**src/rtl/uc_arbiter.sv**
```systemverilog
// Unit-clause arbiter: pops implied literals from every PE round-robin, filters them
// against the variable assignment table and broadcasts new literals to all PEs.
module uc_arbiter #(
  parameter int NUM_PE   = 4,
  parameter int LIT_W    = 16,
  parameter int NUM_VARS = 256
) (
  input  logic                    clk,
  input  logic                    rst,
  input  logic                    clear,
  input  logic [NUM_PE-1:0]       UCQ_in_empty,
  input  logic [NUM_PE*LIT_W-1:0] UCQ_in2uarb_uc,
  output logic [NUM_PE-1:0]       ucarb2UCQ_in_pop,
  input  logic [NUM_PE-1:0]       UCQ_out_full,
  output logic [NUM_PE-1:0]       ucarb2UCQ_out_push,
  output logic [LIT_W-1:0]        ucarb2UCQ_out_uc,
  input  logic [NUM_PE-1:0]       proc_stall,
  output logic                    conflict,
  output logic                    lit_err,
  output logic                    quiescent
);

  localparam int PTR_W = (NUM_PE > 1) ? $clog2(NUM_PE) : 1;
  localparam int IDX_W = (NUM_VARS > 1) ? $clog2(NUM_VARS) : 1;

  typedef enum logic [1:0] {S_IDLE, S_CHECK, S_BCAST, S_HALT} state_t;

  state_t              state, state_next;
  logic [PTR_W-1:0]    rr_ptr;
  logic [LIT_W-1:0]    lit_reg;
  logic [NUM_VARS-1:0] assigned;
  logic [NUM_VARS-1:0] neg;

  logic                grant_valid;
  logic [PTR_W-1:0]    grant_idx;
  logic [PTR_W-1:0]    cand;
  logic                do_capture, push_en, tbl_we, set_err, set_conf;
  logic                lit_sign, lit_bad;
  logic [LIT_W-1:0]    mag;
  logic [IDX_W-1:0]    var_idx;

  // Round-robin search for the first non-empty UCQ_in starting at rr_ptr.
  always_comb begin
    grant_valid = 1'b0;
    grant_idx   = '0;
    cand        = '0;
    for (int k = 0; k < NUM_PE; k++) begin
      cand = PTR_W'((int'(rr_ptr) + k) % NUM_PE);
      if (!grant_valid && !UCQ_in_empty[cand]) begin
        grant_valid = 1'b1;
        grant_idx   = cand;
      end
    end
  end

  // The most negative literal negates to itself and so lands above NUM_VARS.
  assign lit_sign = lit_reg[LIT_W-1];
  assign mag      = lit_sign ? (~lit_reg + LIT_W'(1)) : lit_reg;
  assign lit_bad  = (mag == '0) || (mag > LIT_W'(NUM_VARS));
  assign var_idx  = IDX_W'(mag - LIT_W'(1));

  always_ff @(posedge clk or posedge rst) begin
    if (rst) state <= S_IDLE;
    else     state <= state_next;
  end

  always_comb begin
    state_next = state;
    do_capture = 1'b0;
    push_en    = 1'b0;
    tbl_we     = 1'b0;
    set_err    = 1'b0;
    set_conf   = 1'b0;
    case (state)
      S_IDLE: begin
        if (!conflict && grant_valid) begin
          do_capture = 1'b1;
          state_next = S_CHECK;
        end
      end
      S_CHECK: begin
        if (lit_bad) begin
          set_err    = 1'b1;
          state_next = S_IDLE;
        end else if (!assigned[var_idx]) begin
          tbl_we     = 1'b1;
          state_next = S_BCAST;
        end else if (neg[var_idx] == lit_sign) begin
          state_next = S_IDLE;
        end else begin
          set_conf   = 1'b1;
          state_next = S_HALT;
        end
      end
      S_BCAST: begin
        if (!(|UCQ_out_full)) begin
          push_en    = 1'b1;
          state_next = S_IDLE;
        end
      end
      S_HALT:  state_next = S_HALT;
      default: state_next = S_IDLE;
    endcase
    // Clear wins over everything decided above, including a grant or a broadcast.
    if (clear) begin
      state_next = S_IDLE;
      do_capture = 1'b0;
      push_en    = 1'b0;
      tbl_we     = 1'b0;
      set_err    = 1'b0;
      set_conf   = 1'b0;
    end
  end

  always_ff @(posedge clk or posedge rst) begin
    if (rst) begin
      rr_ptr   <= '0;
      lit_reg  <= '0;
      assigned <= '0;
      neg      <= '0;
      conflict <= 1'b0;
      lit_err  <= 1'b0;
    end else if (clear) begin
      rr_ptr   <= '0;
      assigned <= '0;
      neg      <= '0;
      conflict <= 1'b0;
      lit_err  <= 1'b0;
    end else begin
      if (do_capture) begin
        lit_reg <= UCQ_in2uarb_uc[grant_idx*LIT_W +: LIT_W];
        rr_ptr  <= (grant_idx == PTR_W'(NUM_PE - 1)) ? '0 : grant_idx + PTR_W'(1);
      end
      if (tbl_we) begin
        assigned[var_idx] <= 1'b1;
        neg[var_idx]      <= lit_sign;
      end
      if (set_err)  lit_err  <= 1'b1;
      if (set_conf) conflict <= 1'b1;
    end
  end

  assign ucarb2UCQ_in_pop   = (do_capture && !rst) ? (NUM_PE'(1) << grant_idx) : '0;
  assign ucarb2UCQ_out_push = {NUM_PE{push_en && !rst}};
  assign ucarb2UCQ_out_uc   = push_en ? lit_reg : '0;
  assign quiescent          = !rst && (state == S_IDLE) && (&UCQ_in_empty) &&
                              (&proc_stall) && !conflict;

endmodule

```
**config.mk**
```make
export PLATFORM = sky130hd
export DESIGN_NAME = uc_arbiter
export DESIGN_NICKNAME = d
export VERILOG_FILES = /design/src/rtl/uc_arbiter.sv
export SDC_FILE = /design/constraint.sdc
export NUM_CORES = 2
export LEC_CHECK = 0
export ABC_AREA = 1
export CAP_MARGIN = 20
export CELL_PAD_IN_SITES_DETAIL_PLACEMENT = 1
export CELL_PAD_IN_SITES_GLOBAL_PLACEMENT = 1
export CORE_UTILIZATION = 51
export DETAILED_ROUTE_END_ITERATION = 6
export DONT_BUFFER_PORTS = 1
export GPL_ROUTABILITY_DRIVEN = 0
export PLACE_DENSITY = 0.88
export SLEW_MARGIN = 20
export SYNTH_ARGS = -nofsm -noshare
export SYNTH_HDL_FRONTEND = slang
export SYNTH_SLANG_ARGS = --single-unit
```
**constraint.sdc**
```tcl
create_clock -name clk -period 30 [get_ports clk]
set_input_delay 1.5 -clock clk [delete_from_list [all_inputs] [get_ports clk]]
set_output_delay 1.5 -clock clk [all_outputs]
set_load 0.03 [all_outputs]
```
==> results.sh <==
export IMPL_max_stage_delay_ps=900
export IMPL_fmax_mhz=134
export IMPL_start_util_pct=51.8
export IMPL_viasPerCell=5.82
export IMPL_drc=0
export IMPL_p_leak_nw=17.1
export IMPL_syn_area_sq_mm=0.0314
export IMPL_cp_start_kind="register"
export IMPL_synth_edff_count=0
export IMPL_cts_sinks=534
export IMPL_synth_seq_cells=534
export IMPL_async_reset_ff_share_pct=100
export IMPL_final_setup_skew_ps=37.3
export IMPL_fillers=7906
export IMPL_p_per_area_mw_per_mm2=120
export IMPL_dp_cells=5061
export IMPL_r2r_end="neg[93]$_DFFE_PP0P_"
export IMPL_irDropWorstVdd_mv=0.307
export IMPL_post_cts_buffers=0
export IMPL_hp_class="reg -> reg"
export IMPL_n_antenna_cell=0
export IMPL_crit_type="reg -> reg"
export IMPL_r2r_slack_ps=22520
export IMPL_slowest_stage="dfrtp_4"
export IMPL_ys_flop_type="dfrtp_1"
export IMPL_vias=30141
export IMPL_crit_arrival_ps=8010
export IMPL_dr_pass1_iters=5
export IMPL_cp_end_kind="register"
export IMPL_grt_util_all_layers_pct=34.8
export IMPL_hold_end="assigned[41]$_DFFE_PP0P_"
export IMPL_rows=90
export IMPL_power_net_switching_mw=2.34
export IMPL_fin_tns_setup_ps=0
export IMPL_worst_path_most_repeated_cell="nand2_1"
export IMPL_postSynthAreaPerCell_sq_um=6.93
export IMPL_io_pin_count=106
export IMPL_area_delta_synth_final_pct=6.65
export IMPL_routedWlPerCell_um=21.0
export IMPL_die_height_um=250
export IMPL_htreeDepth=2
export IMPL_finalHoldViolations=0
export IMPL_final_net_count=4431
export IMPL_drtIter0Drc=2422
export IMPL_cts_tree="built"
export IMPL_overflow=0
export IMPL_r2r_start="lit_reg[0]$_DFFE_PP0P_"
export IMPL_pwr_share_clk_pct=19.4
export IMPL_ant_nets=0
export IMPL_hp_start="assigned[41]$_DFFE_PP0P_"
export IMPL_ff2ff_path_depth=28
export IMPL_run_status="completed"
export IMPL_clkTransAtPathRegs_ps=60
export IMPL_rsz0062_at_grt="false"
export IMPL_min_period_over_period_pct=24.9
export IMPL_swShare_pct=58.0
export IMPL_hpwl_mm=60.6
export IMPL_grt_max_degree=282
export IMPL_relSlewSlack_pct=16.3
export IMPL_core_sq_mm=0.0606
export IMPL_cts_root_buf="clkbuf_16"
export IMPL_cts_buffers=60
export IMPL_hold_depth=2
export IMPL_ys_types=36
export IMPL_die_area_sq_mm=0.0626
export IMPL_stdcell_count=5175
export IMPL_antenna_found_initial=0
export IMPL_netlist_instances=4533
export IMPL_grt_pass1_vias=31758
export IMPL_synth_nets=4621
export IMPL_crit_fanout=153
export IMPL_drv_slew=0
export IMPL_p_int_mw=1.69
export IMPL_fin_crit_ps=7480
export IMPL_port_buffers=0
export IMPL_seqPwrFrac_pct=19.3
export IMPL_final_layout_size_suffix_gt1_share_pct=8.08
export IMPL_maxCapViolCount=0
export IMPL_clk_latency_ps=670
export IMPL_cts_hold_buf=0
export IMPL_combPwrFrac_pct=61.3
export IMPL_cts_resized=0
export IMPL_cts_buffer_depth=3
export IMPL_ys_seq_area_share_pct=42.6
export IMPL_cp_required_ps=30530
export IMPL_wirelength_mm=109
export IMPL_synth_warnings=0
export IMPL_grt_pass1_wl_mm=174
export IMPL_tightest_slew_ps=1250
export IMPL_die_w_um=250
export IMPL_setup_viol=0
[cell usage in the layout (no fill, tap or decap), drive strengths merged, types with 6 or more instances in the layout]
cell / instances
a21oi: 395
buf: 49
bufinv: 6
clkbuf: 85
clkinv: 23
dfrtp: 534
ha: 9
inv: 602
nand2: 1300
nand3: 380
nand4: 23
nor2: 558
o211ai: 39
o21ai: 355
o22ai: 17
[how the worst max path moves through the flow]
stage / start / end / slack, ps / cells past startpoint
after floorplan: rst / assigned[0]$_DFFE_PP0P_ / 13540 / 1
after global placement: lit_reg[0]$_DFFE_PP0P_ / neg[127]$_DFFE_PP0P_ / 23000 / 28
after detailed placement: lit_reg[0]$_DFFE_PP0P_ / neg[93]$_DFFE_PP0P_ / 22790 / 28
after CTS: lit_reg[0]$_DFFE_PP0P_ / neg[93]$_DFFE_PP0P_ / 22740 / 28
after global routing: lit_reg[0]$_DFFE_PP0P_ / neg[94]$_DFFE_PP0P_ / 22090 / 28
final: lit_reg[0]$_DFFE_PP0P_ / neg[93]$_DFFE_PP0P_ / 22520 / 28
[cells by family after synthesis]
logic type / Yosys count / synth area share, %
adder cells (fa/ha/maj): 9 / 0.359
multiplexers: 1 / 0.0319
buffers and inverters: 908 / 11.9
AO/OA/AOI/OAI: 808 / 13.3
AND/OR/NAND/NOR: 2268 / 31.7
flip-flops: 534 / 42.6
XOR/XNOR: 5 / 0.187
[stage by stage]
stage | power, mW | utilization (%) | area, sq um | setup slack (ps) | hold WS (ps)
2_1_floorplan | 2.54 | - | 31400 | 13540 | 491
3_3_place_gp | 3.13 | 51.8 | 31400 | 23000 | 498
3_5_place_dp | 3.17 | 51.8 | 31400 | 22790 | 505
4_1_cts | 3.97 | 55.2 | 33400 | 22740 | 514
5_1_grt | 4.23 | 55.3 | 33500 | 22090 | 522
6_report | 4.03 | 55.3 | 33500 | 22520 | 513
[synth_stat cells, types with 26 or more instances]
master       n  area, sq um
nand3_2    159         1590
nand3_1    221         1110
inv_1      593         2230
o211ai_1    39          293
nand2_1   1293         4850
nor2_1     546         2050
buf_1       26         97.6
a21oi_1    395         1980
clkbuf_1   165          619
dfrtp_1    534        13400
o21ai_1    143          716
buf_2       69          345
o21ai_0    212         1060
[final cells by class]
type                            instances  area (sq um)  share of cell area, %
Inverter                              607          2320                   6.92
Clock inverter                         27           308                  0.919
Timing Repair Buffer                   49           433                   1.29
Multi-Input combinational cell       3091         14300                   42.8
Sequential cell                       534         13400                   39.9
Clock buffer                           85          1750                   5.22
Tap cell                              782           978                   2.92
[per-layer routing]
metal | up-vias | share of wire (%) | GRT usage, %
met1 | 15176 | 42 | 44.7
met2 | 935 | 48 | 59.0
met3 | 260 | 5.9 | 4.69
met5 | - | 0 | 0
li1 | 13770 | - | -
met4 | 0 | 3.8 | 14.6
[power by group through the flow]
stage / Sequential, mW / Clock (mW) / Combinational (mW)
5_1_grt: 0.780 / 0.812 / 2.64
3_5_place_dp: 0.790 / 0 / 2.38
6_report: 0.777 / 0.782 / 2.47
4_1_cts: 0.777 / 0.786 / 2.41
3_3_place_gp: 0.788 / 0 / 2.34
2_1_floorplan: 0.757 / 0 / 1.78
[worst max-delay path: cells and delay by family, from the launching register on]
kind / cells / cell delay [ps]
compound gates: 3 / 540
fa+ha+maj: 2 / 790
buf+inv: 8 / 3510
flops: 1 / 900
simple gates: 15 / 1310
(Power assumes the default switching activity.)
